File: src/rtl/regfile_scoreboard_if.sv
// Issue, writeback and debug bundle for the scoreboarded register file.
// The master drives requests; the slave returns grants and read data.
interface regfile_scoreboard_if #(
  parameter int WIDTH = 8,
  parameter int DEPTH = 4
);
  localparam int AW = $clog2(DEPTH);

  logic             issue_valid;
  logic             issue_use1;
  logic             issue_use2;
  logic [AW-1:0]    issue_src1;
  logic [AW-1:0]    issue_src2;
  logic             issue_wr;
  logic [AW-1:0]    issue_dst;
  logic             issue_ready;
  logic [WIDTH-1:0] rd1_data;
  logic [WIDTH-1:0] rd2_data;
  logic             wb_en;
  logic [AW-1:0]    wb_addr;
  logic [WIDTH-1:0] wb_data;
  logic             busy;
  logic             wb_err;
  logic [15:0]      stall_count;
  logic [AW-1:0]    dbg_sel;
  logic [WIDTH-1:0] dbg_data;

  modport master (
    output issue_valid, issue_use1, issue_use2,
    output issue_src1, issue_src2,
    output issue_wr, issue_dst,
    output wb_en, wb_addr, wb_data, dbg_sel,
    input  issue_ready, rd1_data, rd2_data,
    input  busy, wb_err, stall_count, dbg_data
  );

  modport slave (
    input  issue_valid, issue_use1, issue_use2,
    input  issue_src1, issue_src2,
    input  issue_wr, issue_dst,
    input  wb_en, wb_addr, wb_data, dbg_sel,
    output issue_ready, rd1_data, rd2_data,
    output busy, wb_err, stall_count, dbg_data
  );
endinterface

File: src/rtl/regfile_scoreboard.sv
// Register file with write-through bypass and per-register pending-write
// scoreboard producing the RAW/WAW issue stall decision.
module regfile_scoreboard #(
  parameter int WIDTH        = 8,
  parameter int DEPTH        = 4,
  parameter int MAX_INFLIGHT = 3,
  parameter int ZERO_REG     = 0
) (
  input logic clock,
  input logic reset,
  regfile_scoreboard_if.slave bus
);
  localparam int AW = $clog2(DEPTH);
  localparam int CW = $clog2(MAX_INFLIGHT + 1);

  logic [WIDTH-1:0] mem_q  [DEPTH];
  logic [WIDTH-1:0] mem_d  [DEPTH];
  logic [CW-1:0]    pend_q [DEPTH];
  logic [CW-1:0]    pend_d [DEPTH];
  logic             err_q, err_d;
  logic [15:0]      stall_q, stall_d;

  logic [DEPTH-1:0] zr, hit, blk, full, inc, dec;
  logic             ready, fire, busy_c;

  always_comb begin
    zr     = '0;
    hit    = '0;
    blk    = '0;
    full   = '0;
    inc    = '0;
    dec    = '0;
    busy_c = 1'b0;
    for (int i = 0; i < DEPTH; i++) begin
      zr[i]   = (ZERO_REG != 0) && (i == 0);
      hit[i]  = bus.wb_en && (bus.wb_addr == AW'(i));
      blk[i]  = !zr[i] && ((pend_q[i] > CW'(1)) ||
                ((pend_q[i] == CW'(1)) && !hit[i]));
      full[i] = !zr[i] && !hit[i] &&
                (pend_q[i] == CW'(MAX_INFLIGHT));
      busy_c  = busy_c | (pend_q[i] != '0);
    end
    ready = !(bus.issue_use1 && blk[bus.issue_src1]) &&
            !(bus.issue_use2 && blk[bus.issue_src2]) &&
            !(bus.issue_wr && full[bus.issue_dst]);
    fire  = bus.issue_valid && ready && bus.issue_wr;
    for (int i = 0; i < DEPTH; i++) begin
      inc[i] = fire && (bus.issue_dst == AW'(i)) && !zr[i];
      dec[i] = hit[i] && (pend_q[i] != '0) && !zr[i];
    end
  end

  always_comb begin
    mem_d   = mem_q;
    pend_d  = pend_q;
    err_d   = err_q;
    stall_d = stall_q;
    for (int i = 0; i < DEPTH; i++) begin
      if (inc[i] && !dec[i])
        pend_d[i] = pend_q[i] + CW'(1);
      else if (dec[i] && !inc[i])
        pend_d[i] = pend_q[i] - CW'(1);
    end
    // data lands even when the counter was already empty
    if (bus.wb_en && !zr[bus.wb_addr]) begin
      mem_d[bus.wb_addr] = bus.wb_data;
      if (pend_q[bus.wb_addr] == '0)
        err_d = 1'b1;
    end
    if (bus.issue_valid && !ready && (stall_q != 16'hFFFF))
      stall_d = stall_q + 16'd1;
  end

  always_ff @(posedge clock) begin
    if (reset) begin
      mem_q   <= '{default: '0};
      pend_q  <= '{default: '0};
      err_q   <= 1'b0;
      stall_q <= 16'd0;
    end else begin
      mem_q   <= mem_d;
      pend_q  <= pend_d;
      err_q   <= err_d;
      stall_q <= stall_d;
    end
  end

  logic zr1, zr2;
  assign zr1 = (ZERO_REG != 0) && (bus.issue_src1 == '0);
  assign zr2 = (ZERO_REG != 0) && (bus.issue_src2 == '0);

  assign bus.rd1_data = zr1 ? '0 :
    hit[bus.issue_src1] ? bus.wb_data : mem_q[bus.issue_src1];
  assign bus.rd2_data = zr2 ? '0 :
    hit[bus.issue_src2] ? bus.wb_data : mem_q[bus.issue_src2];

  assign bus.issue_ready = ready;
  assign bus.busy        = busy_c;
  assign bus.wb_err      = err_q;
  assign bus.stall_count = stall_q;
  assign bus.dbg_data    = mem_q[bus.dbg_sel];
endmodule
File: src/flat_wrapper.sv
// flat-port wrapper written by rule: the top's interface ports become plain ports
module regfile_scoreboard_flat 
#(
  parameter int WIDTH        = 8,
  parameter int DEPTH        = 4,
  parameter int MAX_INFLIGHT = 3,
  parameter int ZERO_REG     = 0
)
  (clock, reset, bus_issue_valid, bus_issue_use1, bus_issue_use2, bus_issue_src1, bus_issue_src2, bus_issue_wr, bus_issue_dst, bus_wb_en, bus_wb_addr, bus_wb_data, bus_dbg_sel, bus_issue_ready, bus_rd1_data, bus_rd2_data, bus_busy, bus_wb_err, bus_stall_count, bus_dbg_data);
  regfile_scoreboard_if #(.WIDTH(WIDTH), .DEPTH(DEPTH)) bus_i ();
  input logic clock;
  input logic reset;
  input wire logic [$bits(bus_i.issue_valid)-1:0] bus_issue_valid;
  input wire logic [$bits(bus_i.issue_use1)-1:0] bus_issue_use1;
  input wire logic [$bits(bus_i.issue_use2)-1:0] bus_issue_use2;
  input wire logic [$bits(bus_i.issue_src1)-1:0] bus_issue_src1;
  input wire logic [$bits(bus_i.issue_src2)-1:0] bus_issue_src2;
  input wire logic [$bits(bus_i.issue_wr)-1:0] bus_issue_wr;
  input wire logic [$bits(bus_i.issue_dst)-1:0] bus_issue_dst;
  input wire logic [$bits(bus_i.wb_en)-1:0] bus_wb_en;
  input wire logic [$bits(bus_i.wb_addr)-1:0] bus_wb_addr;
  input wire logic [$bits(bus_i.wb_data)-1:0] bus_wb_data;
  input wire logic [$bits(bus_i.dbg_sel)-1:0] bus_dbg_sel;
  output wire logic [$bits(bus_i.issue_ready)-1:0] bus_issue_ready;
  output wire logic [$bits(bus_i.rd1_data)-1:0] bus_rd1_data;
  output wire logic [$bits(bus_i.rd2_data)-1:0] bus_rd2_data;
  output wire logic [$bits(bus_i.busy)-1:0] bus_busy;
  output wire logic [$bits(bus_i.wb_err)-1:0] bus_wb_err;
  output wire logic [$bits(bus_i.stall_count)-1:0] bus_stall_count;
  output wire logic [$bits(bus_i.dbg_data)-1:0] bus_dbg_data;
  assign bus_i.issue_valid = bus_issue_valid;
  assign bus_i.issue_use1 = bus_issue_use1;
  assign bus_i.issue_use2 = bus_issue_use2;
  assign bus_i.issue_src1 = bus_issue_src1;
  assign bus_i.issue_src2 = bus_issue_src2;
  assign bus_i.issue_wr = bus_issue_wr;
  assign bus_i.issue_dst = bus_issue_dst;
  assign bus_i.wb_en = bus_wb_en;
  assign bus_i.wb_addr = bus_wb_addr;
  assign bus_i.wb_data = bus_wb_data;
  assign bus_i.dbg_sel = bus_dbg_sel;
  assign bus_issue_ready = bus_i.issue_ready;
  assign bus_rd1_data = bus_i.rd1_data;
  assign bus_rd2_data = bus_i.rd2_data;
  assign bus_busy = bus_i.busy;
  assign bus_wb_err = bus_i.wb_err;
  assign bus_stall_count = bus_i.stall_count;
  assign bus_dbg_data = bus_i.dbg_data;
  regfile_scoreboard #(.WIDTH(WIDTH), .DEPTH(DEPTH), .MAX_INFLIGHT(MAX_INFLIGHT), .ZERO_REG(ZERO_REG)) u_core (.clock(clock), .reset(reset), .bus(bus_i));
endmodule
File: config.mk
export PLATFORM = sky130hd
export DESIGN_NAME = regfile_scoreboard_flat
export DESIGN_NICKNAME = d
export VERILOG_FILES = /design/src/rtl/regfile_scoreboard_if.sv /design/src/rtl/regfile_scoreboard.sv /design/src/flat_wrapper.sv
export SDC_FILE = /design/constraint.sdc
export NUM_CORES = 1
export LEC_CHECK = 0
export BUFFER_PORTS_ARGS = -buffer_cell sky130_fd_sc_hd__clkbuf_2
export CELL_PAD_IN_SITES_DETAIL_PLACEMENT = 1
export CELL_PAD_IN_SITES_GLOBAL_PLACEMENT = 1
export CORE_UTILIZATION = 43
export CTS_CLUSTER_DIAMETER = 40
export DETAILED_ROUTE_END_ITERATION = 7
export GPL_ROUTABILITY_DRIVEN = 0
export PLACE_DENSITY_LB_ADDON = 0.1
export SLEW_MARGIN = 30
export SYNTH_ARGS = -nofsm -noshare
export SYNTH_HDL_FRONTEND = slang
export SYNTH_SLANG_ARGS = --single-unit
export TNS_END_PERCENT = 20
File: constraint.sdc
create_clock -name clock -period 2.87 [get_ports clock]
set_input_delay 0.1435 -clock clock [delete_from_list [all_inputs] [get_ports clock]]
set_output_delay 0.1435 -clock clock [all_outputs]
set_load 0.01 [all_outputs]
Yosys cells after proc, flatten, opt, wreduce, memory -nomap -nowiden
Index checks and enable logic that the tools add are counted.
Cells by class
  equality and inequality tests: 15
  reduce and logical (&&, ||, !) cells: 72
  $lt $le $gt $ge: 13
  multiplexer cells: 37
  bitwise operators: 7
  $add $sub $neg: 9
Operators with widths (number)
  $mux 8: 9
  $bmux 8 s2: 3
  $logic_and 1x1->1: 39
  $bwmux 32: 1
  $mux 2: 10
  $logic_not 1->1: 17
  $add 16x1->16 const B: 1
  $demux 8 s2: 1
  $eq 2x2->1 const B: 8
  $ne 16x16->1 const B: 1
  $reduce_bool 2->1: 8
  $bmux 1 s2: 6
  $eq 2x1->1 const B: 6
  $ge 3x3->1 const B: 4
  $lt 2x3->1 const B: 4
  $not 2->3: 4
  $add 2x1->2 const B: 4
  $gt 2x1->1 const B: 4
  $sub 2x1->2 const B: 4
  $logic_not 2->1: 3
  $mux 1: 6
  $bmux 2 s2: 1
  $logic_or 1x1->1: 4
  $lt 3x1->1 const B: 1
  2 further kinds: 4
Word-level totals
  register bits: 57
  output and inout port bits: 43
  logic and storage cells: 163
  input port bits: 25

Logic depth before layout (Yosys ltp)
Gate-level depths: netlist of the first run.
  depth in word-level cells: 18
  gate-level depth with buffers: 13
  gate-level depth less buffers: 13

Least setup slack after synthesis of the first run
No wires, ideal clock.
  path kind: register to register
  from: register u_core.pend_q[2] in the netlist's numbering
  to: register u_core.pend_q[3] in the netlist's numbering
  setup time: 128 ps
  period minus slack after synthesis: 2552 ps
  required time: 2742 ps
  stages on the path, launching flop included: 13
  path buffers: 0
  data arrival time: 2425 ps
  slack: 318 ps
  cell sequence: dfxtp_1 > ha_1 > and4b_1 > nor4b_1 > o41ai_1 > nand4_1 > or2_1 > nor3b_1 > ha_1 > xor2_1 > nor2_1 > a21oi_1 > nor2_1
On the way
  longest elaborated chain between the ends: 15
  elaborated cells on any way between the ends: 34
  those cells by class: 2 x add/sub; 1 x order compare; 2 x eq/ne; 8 x mux; 21 x reduce/logical
RTL lines
  from (decl): RTL line regfile_scoreboard.sv:18  | logic [CW-1:0] pend_q [DEPTH];
  from (signal assigned): RTL line regfile_scoreboard.sv:82  | pend_q <= pend_d;
  $eq 2x1->1: RTL line regfile_scoreboard.sv:38  | ((pend_q[i] == CW'(1)) && !hit[i]));
  $logic_and 1x1->1: RTL line regfile_scoreboard.sv:38
  $logic_or 1x1->1: RTL line regfile_scoreboard.sv:37  | blk[i] = !zr[i] && ((pend_q[i] > CW'(1)) ||
  $bmux 1 s2 (on tied branches): RTL line regfile_scoreboard.sv:43, regfile_scoreboard.sv:44
  $mux 1 (on tied branches): RTL line regfile_scoreboard.sv:43, regfile_scoreboard.sv:44
  $logic_and 1x1->1 (on tied branches): RTL line regfile_scoreboard.sv:43, regfile_scoreboard.sv:44
  $logic_not 1->1 (on tied branches): RTL line regfile_scoreboard.sv:43, regfile_scoreboard.sv:44
  $logic_and 1x1->1: RTL line regfile_scoreboard.sv:43  | ready = !(bus.issue_use1 && blk[bus.issue_src1]) &&
  $logic_and 1x1->1: RTL line regfile_scoreboard.sv:44  | !(bus.issue_use2 && blk[bus.issue_src2]) &&
  $logic_and 1x1->1 (2 in series): RTL line regfile_scoreboard.sv:46  | fire = bus.issue_valid && ready && bus.issue_wr;
  $logic_and 1x1->1: RTL line regfile_scoreboard.sv:48  | inc[i] = fire && (bus.issue_dst == AW'(i)) && !zr[i];
  $logic_not 1->1: RTL line regfile_scoreboard.sv:61  | else if (dec[i] && !inc[i])
  $logic_and 1x1->1: RTL line regfile_scoreboard.sv:61
  $reduce_bool 2->1 (no source line)
Several ways; a longest one is shown, not always the timed one. The select of a mux whose other input is x is not followed.
A chain may end at the register's enable or synchronous reset.

Worst setup path in the final report of the first run
  from: register u_core.pend_q[3] in the netlist's numbering
  to: register u_core.stall_q[5] (netlist: u_core.bus.stall_count[5])
On the way
  longest elaborated chain between the ends: 12
  elaborated cells on any way between the ends: 23
  those cells by class: 1 x order compare; 2 x eq/ne; 6 x mux; 14 x reduce/logical
RTL lines
  $eq 2x1->1: RTL line regfile_scoreboard.sv:38
  $logic_and 1x1->1: RTL line regfile_scoreboard.sv:38
  $logic_or 1x1->1: RTL line regfile_scoreboard.sv:37
  $bmux 1 s2 (on tied branches): RTL line regfile_scoreboard.sv:43, regfile_scoreboard.sv:44
  $mux 1 (on tied branches): RTL line regfile_scoreboard.sv:43, regfile_scoreboard.sv:44
  $logic_and 1x1->1 (on tied branches): RTL line regfile_scoreboard.sv:43, regfile_scoreboard.sv:44
  $logic_not 1->1 (on tied branches): RTL line regfile_scoreboard.sv:43, regfile_scoreboard.sv:44
  $logic_and 1x1->1: RTL line regfile_scoreboard.sv:43
  $logic_and 1x1->1 *: RTL line regfile_scoreboard.sv:44
  $logic_not 1->1 *: RTL line regfile_scoreboard.sv:70  | if (bus.issue_valid && !ready && (stall_q != 16'hFFFF))
  $logic_and 1x1->1 * (2 in series): RTL line regfile_scoreboard.sv:70
  to (signal assigned): RTL line regfile_scoreboard.sv:84  | stall_q <= stall_d;
  to (decl): RTL line regfile_scoreboard.sv:21  | logic [15:0] stall_q, stall_d;
Every way passes the cells marked *; elsewhere a longest branch is shown, timed or not. The select of a mux whose other input is x is not followed.

==> results list, run 1 <==
* Total congestion overflow: 0
* Maximum achievable frequency: about 0.37 GHz
- Of all nets on the critical path, the largest fanout is 19.
* Total length of routed wires: between 10,000 and 15,000 um
- Vertical die dimension: 95.4 um
- Average routed wire per standard cell: ~18 um
- After synthesis the cells add up to between 3000 and 4000 um^2.
- The first global-routing pass estimated between 15,000 and 20,000 um of wire.
- Primary FF master, synth: dfxtp_1
* Element type at the critical path end: flip-flop
- Overall Global Routing Usage: 0.246
- Unique masters post-synth: between 50 and 60
- ANT cells: 0
* Floorplan die area: about 9100 um^2
- Non-filler instance count after layout: between 500 and 600
* Total net switching power: roughly 560 uW
- In this design, the stage delay of the slowest critical-path cell is 0.39 ns.
* Combined area of the multi-input logic cells: ~2500 um^2
- The cell count after synthesis came out at 398.
- The number of global-route vias before repair came to around 3,300.
- In the routed layout, each cell is associated on average with a via count of around 5.7.
- Number of nets in the synthesized netlist: 440
- Of the total power, the share spent switching nets is 0.277.
- Clock-pin slew was measured on the worst setup and hold paths at about 0.07 ns.
* Proportion of layout cells with a drive suffix above 1: 0.334
- In the final design database the tool counted 511 nets.
- The critical path in this run is classified as flip-flop to flip-flop.
- IR analysis of the VDD net gives a maximum drop of between 0.2 and 0.25 mV.
- At the pin with the least slew margin, the transition time is 0.687 ns.
- Worst slew margin relative to its limit: 0.542
- Count of pins on the block boundary: just under 70
- The placed instances occupy a cell area of approximately 4200 um^2.
- The share of total power dissipated in the clock network is 0.409.
- The smallest clock period supported by the final layout is computed as between 2 and 3 ns.
- Part of the total power dissipated in combinational logic: 0.174
- The later pin in the worst-skew pair is clocked with a latency of 0.34 ns.
- Overall power consumption after layout is estimated at just over 2000 uW.
* Port bufs: 67
- Chain of cells forming the critical path: inv_1, ha_1, and4b_1, nor4b_1, o41ai_2, buf_4, a41o_4, nor4_1, mux2_1
* Setup total negative slack: 0 ns
* Cell family with the largest share of critical-path delay: simple AND/OR/NAND/NOR gates
- Placeable core region: ~8300 um^2
- Max-capacitance violation count: 0
- The initial utilization of the core area, before any placement, comes to 0.450.
* Max-slew violation total from the final report: 0
* Area growth, synth to finish: 19.4%
* Maximum number of pins on one net before global-route repair: 34
- In the routed design, unresolved DRC markers number 0.
* Async SR Flop Fraction: 0
- In this run, the number of DRC markers left after iteration 0 of detailed routing was 122.
* Design area: about 4500 um^2
* Fin Clk Skew: just over 0.006 ns
* # setup viols final: 0
- In this run, synthesis inferred 0 flip-flops with an integrated enable.
- STA classifies the critical path startpoint as a flip-flop.
- Length of the first detailed-routing pass in iterations: 4
* Slowest stage cell, crit path: dfxtp_1
- Initial antenna violation count: 0
- The internal power of the cells totals about 1500 uW.
- In the final layout, flip-flops and latches occupy 1140 um^2.
- The tightest hold path in the finished design has a slack of approximately 0.098 ns.
- Worst path required time: 3.10 ns
- Period Utilization, post-route: 0.943
- Number of routed nets with antenna violations: 0
- Average cell area after synthesis: between 9 and 10 um^2
* Detailed Place HPWL: about 7500 um
* Sink count of the clock tree: between 50 and 60
* Leakage power of the design: about 0.0019 uW
- Syn. warnings: 0
- Number of placement rows: 33
* H-Tree Level Count: 3
- Part of the Yosys area used for sequential elements: 0.304
- Count of buffer and inverter cells on the critical path: 2
* TritonCTS buffer count: 9
- Root buffer cell: clkbuf_8
- Vias: 3,290
- Seq pwr share: 0.417
- Status: finished, final reports clean
- Maximum buffer depth of the clock tree: 2
- The number of hold-slack violations in the final timing report was 0.
- TritonCTS built the clock tree.
- Power density over the cells: around 450 nW/um^2
- Fill cells in the final layout number 980.
* Die boundary width: 95.4 um
- Instance count after placement with tap cells included: 562
* Data arrival at the endpoint of the critical path: ~3 ns
- Class of the tightest hold or removal check: input port to flip-flop
- #FFs+latches synth: 57
-- Yosys cell counts, types with 4 or more instances --
master    count  share of area
mux4_2       24           0.14
and3_1        4         0.0067
xor2_1        8          0.019
nor2b_1       8          0.013
nand2b_1      9          0.015
inv_1        15          0.015
nor3_1        6         0.0080
buf_2         4         0.0053
buf_1         4         0.0040
nand3_1       8          0.011
dfxtp_1      57           0.30
clkbuf_1      8         0.0080
mux2i_1      17          0.045
a21oi_1      26          0.035
nor4_1        5         0.0083
xnor2_1       4         0.0093
mux2_1        7          0.021
nor2_1       49          0.049
ha_1         17          0.057
nand2_1      43          0.043
mux2_2       16          0.048
buf_4         5          0.010
nand4_1       7          0.012
-- worst register-to-register path: cells and delay by family, from the launching register on --
family	cells	cell delay, ns
AO/OA/AOI/OAI	2	0.48
buffers and inverters	2	0.24
adder cells (fa/ha/maj)	1	0.22
multiplexers	1	0.35
flip-flops	1	0.39
AND/OR/NAND/NOR	3	0.93
-- flip-flops by register name (all words and copies together) (netlist names) --
register	cells
u_core.bus.wb_err	1
u_core.mem_q	32
u_core.bus.stall_count	16
u_core.pend_q	8
-- power groups by stage --
stage          clock, uW  combinational, uW  sequential, uW
6_report             824                351             839
5_1_grt              881                388             842
2_1_floorplan          0                226             852
4_1_cts              849                347             838
3_5_place_dp           0                343             856
3_3_place_gp           0                336             854
-- cell families (layout without fill, tap and decap cells) --
group | count (synthesis) | count (layout) | synth area share
xor gates and xnor gates | 12 | 12 | 0.0280
muxes | 64 | 64 | 0.258
adders and majority gates | 17 | 17 | 0.0566
AOI/OAI and AO/OA | 51 | 51 | 0.0893
DFF | 57 | 57 | 0.304
buffers and inverters | 38 | 113 | 0.0483
and+or+nand+nor | 159 | 159 | 0.216
-- metrics by stage --
| stage | setup slack [ns] | utilization |
|---|---|---|
| after floorplan | 0.318 | - |
| after global placement | 0.204 | 0.505 |
| after detailed placement | 0.0496 | 0.505 |
| after CTS | 0.00179 | 0.530 |
| after global routing | -0.00956 | 0.537 |
| final | 0.164 | 0.537 |
-- cell type report --
class	instances	share of cell area
Clock buffer	10	0.0285
Clock inverter	5	0.0181
Inverter	15	0.0126
Multi-Input combinational cell	303	0.555
Sequential cell	57	0.255
Tap cell	105	0.0293
Timing Repair Buffer	83	0.102
-- cells in the final DEF, fill, tap and decap left out, types with 2 or more instances in the layout --
cell | Yosys | routed
a211oi_1 | 2 | 2
inv_1 | 15 | 14
nand2b_1 | 9 | 9
dfxtp_2 | 0 | 2
o21ai_0 | 2 | 2
and4_1 | 2 | 2
nor2_2 | 0 | 2
nor2b_1 | 8 | 8
or4_1 | 2 | 2
buf_4 | 5 | 16
and3_1 | 4 | 4
xor2_1 | 8 | 8
nor3b_2 | 2 | 3
ha_2 | 0 | 3
nor4b_1 | 2 | 2
bufinv_16 | 0 | 2
nand4_1 | 7 | 7
nand3_1 | 8 | 8
dfxtp_1 | 57 | 55
nand2_1 | 43 | 43
mux2_2 | 16 | 16
xnor2_1 | 4 | 4
or2_2 | 2 | 2
clkbuf_8 | 0 | 9
mux4_2 | 24 | 24
nor2_1 | 49 | 47
nor4_1 | 5 | 4
clkbuf_2 | 0 | 67
a21oi_1 | 26 | 26
mux2_1 | 7 | 7
ha_1 | 17 | 14
o21ai_1 | 2 | 2
mux2i_1 | 17 | 17
nor3_1 | 6 | 6
-- final timing paths --
| path | from | endpoint | slack, ns | cells after the start |
|---|---|---|---|---|
| worst min register to register | u_core.bus.wb_err$_SDFFE_PP0P_ | u_core.bus.wb_err$_SDFFE_PP0P_ | 0.49 | 2 |
| worst max register to register | u_core.pend_q[3]$_SDFFE_PP0P_ | u_core.bus.stall_count[5]$_SDFFE_PP0P_ | 0.16 | 9 |
| worst max-delay path | u_core.pend_q[3]$_SDFFE_PP0P_ | u_core.bus.stall_count[5]$_SDFFE_PP0P_ | 0.16 | 9 |
| worst min-delay path | bus_wb_data[0] | u_core.mem_q[0]$_SDFFE_PP0P_ | 0.1 | 3 |
-- routing by layer --
metal | up-vias | global-route usage | part of all wire
li1 | 1588 | - | -
met1 | 1618 | 0.307 | 0.45
met2 | 74 | 0.429 | 0.50
met3 | 10 | 0.0463 | 0.037
met4 | 0 | 0.0721 | 0.010
met5 | - | 0 | 0
-- what timing repair did --
item / CTS / global route
resized for setup: 0 / 15
setup endpoints to repair: 0 / 16
setup buffers: 0 / 1
hold buffers: 0 / 0
(Power assumes the default switching activity.)
==> run 2, diff against run 1 <==
--- a/config.mk
+++ b/config.mk
@@ -8,7 +8,7 @@
 export BUFFER_PORTS_ARGS = -buffer_cell sky130_fd_sc_hd__clkbuf_2
 export CELL_PAD_IN_SITES_DETAIL_PLACEMENT = 1
 export CELL_PAD_IN_SITES_GLOBAL_PLACEMENT = 1
-export CORE_UTILIZATION = 43
+export CORE_UTILIZATION = 40
 export CTS_CLUSTER_DIAMETER = 40
 export DETAILED_ROUTE_END_ITERATION = 7
 export GPL_ROUTABILITY_DRIVEN = 0
==> results list, run 2 (synthesized netlist as in run 1, its figures left out) <==
- Status: finished, final reports clean
- STA classifies the critical path endpoint as a flip-flop.
* Via/cell ratio: 5.65 (-0.80%)
- The minimum period implied by the final worst setup slack came to 2.66 ns (-0.0461 ns).
- The standard-cell row count came to 34 (+3.0%).
- The leftover overflow at the end of global routing was 0 (unchanged).
- Worst flop-to-flop path startpoint: u_core.pend_q[6]$_SDFFE_PP0P_
* Total power: 1960 uW (-2.8%)
- The maximum count of clock buffers along a single path is 2 (unchanged).
- The actual slew at the worst max-slew pin was 0.649 ns (-0.0380 ns).
* Max-slew violation total from the final report: 0 (unchanged)
* Placeable core region: 8890 um^2 (+6.6%)
- Number of global-route vias before repair: 3,357 (+2.0%)
- The required time of the worst setup path is 3.11 ns (about the same).
- Vias: 3,275 (-0.46%)
- Setup total negative slack: 0 ns (unchanged)
- The count of endpoints failing setup in the final report came to 0 (unchanged).
* RSZ-0062 raised after global routing: false
* TritonCTS buffer count: 9 (unchanged)
- Period Utilization, post-route: 0.927 (-0.0161)
- Setup WS pre-CTS: 0.0965 ns (+0.0468 ns)
- The top cell types in the final layout, fill and taps aside, are 67 x clkbuf_2, 56 x dfxtp_1, 48 x nor2_1.
* Floorplan die area: 9780 um^2 (+7.3%)
- TritonCTS built the clock tree.
- Number of remaining DRC errors: 0 (unchanged)
- Largest register FFs: 32 (unchanged)
- Maximum achievable frequency: 0.376 GHz (+1.7%)
* Critical setup path kind: flip-flop to flip-flop
* Worst setup margin: 0.210 ns (+0.0461 ns)
* Drt initial violations: 112 (-8.2%)
* Maximum fanout along the worst path: 19 (unchanged)
- Detailed Place HPWL: 7650 um (+1.5%)
- The data arrival time of the critical path is 2.90 ns (-0.04 ns).
* Worst slew margin relative to its limit: 0.561 (+0.0192)
* Count of pins on the block boundary: 68 (unchanged)
- Worst-path clk slew: 0.07 ns (about the same)
- Hold Startpoint: reset
- Sink count of the clock tree: 57 (unchanged)
- STA classifies the critical path startpoint as a flip-flop.
* Initial antenna violation count: 0 (unchanged)
- Class of the tightest hold or removal check: input port to flip-flop
- The total global-route track usage is 0.230 (-0.0158).
- Number of buffers added to fix hold violations after cts: 0 (unchanged)
* Final hold violation count: 0 (unchanged)
- H-Tree Level Count: 3 (unchanged)
* Post-layout util: 0.497 (-0.0402)
- Proportion of layout cells with a drive suffix above 1: 0.316 (-0.0184)
* Length of the first detailed-routing pass in iterations: 4 (unchanged)
* Area growth, synth to finish: 17.7%
* Root buffer cell: clkbuf_8
- Top reg by flops: u_core.mem_q
* Power density over the cells: 443 nW/um^2 (-1.5%)
- Average routed wire per standard cell: 18.1 um (+0.12%)
- The post-CTS repair timing setup buffer count came to 0 (unchanged).
- The number of buffers added on ports is 67 (unchanged).
* Peak supply drop: 0.212 mV (-5.8%)
- Critical path origin: u_core.pend_q[6]$_SDFFE_PP0P_
- The wire length reported by the detailed router was 10,500 um (+0.47%).
- ANT cells: 0 (unchanged)
- The leakage power of the design is 0.00193 uW (-0.48%).
- The first-pass GRT wire length was 17,600 um (+5.1%).
- Number of routed nets with antenna violations: 0 (unchanged)
- Number of nets in the layout: 510 (-0.20%)
* Most frequent standard cell in the layout excluding fill and tap cells: clkbuf_2
- The horizontal extent of the die is 98.9 um (+3.6%).
- The maximum clock skew at final layout came to 0.0140 ns (+0.00787 ns).
- The effective utilization at floorplan came to 0.422 (-0.0279).
- Vertical die dimension: 98.9 um (+3.6%)
- Insertion delay to the later sink of the worst-skew pair: 0.35 ns (about the same)
- The number of maximum-capacitance constraint violations came to 0 (unchanged).
* Maximum number of pins on one net before global-route repair: 37 (+8.8%)
-- run 2: area by class of cell --
cell class              count  area (um^2)
clock inverters             5         56.3
clock buffers              10          138
fillers                  1040         4470
well taps                 108          135
multi-input cells         303         2440
inverters                  15         56.3
repair buffers             82          448
flip-flops and latches     57         1140
-- run 2: critical path, cell delays in order, from the launching register on --
cell       delay [ns]
dfxtp_1          0.43
ha_1             0.25
nor2_2           0.06
a2111oi_1        0.46
o41ai_2          0.17
a41o_2           0.44
nor4_1           0.40
mux2_1           0.35
-- run 2: report_power, final --
part	switching, uW	total [uW]	internal, uW	leakage [uW]
clock network	357	775	418	0.0000981
registers	24.2	839	815	0.000463
logic	190	343	153	0.00137
total	571	1960	1390	0.00193
-- run 2: through the flow --
step | instances | instance area [um^2] | hold WS (ns)
2_1_floorplan | 398 | 3750 | 0.279
3_3_place_gp | 565 | 4210 | 0.414
3_5_place_dp | 565 | 4210 | 0.414
4_1_cts | 580 | 4410 | 0.0467
5_1_grt | 580 | 4420 | 0.0669
6_report | 580 | 4420 | 0.0572
-- run 2: final timing paths --
path / depth (start not counted) / endpoint / slack [ns]
worst max-delay path: 7 / u_core.bus.stall_count[5]$_SDFFE_PP0P_ / 0.21
worst min-delay path: 2 / u_core.bus.stall_count[15]$_SDFFE_PP0P_ / 0.06
worst max register to register: 7 / u_core.bus.stall_count[5]$_SDFFE_PP0P_ / 0.21
worst min register to register: 2 / u_core.bus.wb_err$_SDFFE_PP0P_ / 0.47
-- run 2: repair_timing --
item | in CTS | in global routing
endpoints found under the hold margin | 0 | 0
setup endpoints to repair | 0 | 12
gates resized for setup | 0 | 5
-- run 2: metal layers --
layer / part of all wire / GRT usage
met2: 0.50 / 0.406
met1: 0.46 / 0.292
met5: 0 / 0
met4: 0.0093 / 0.0620
met3: 0.028 / 0.0355
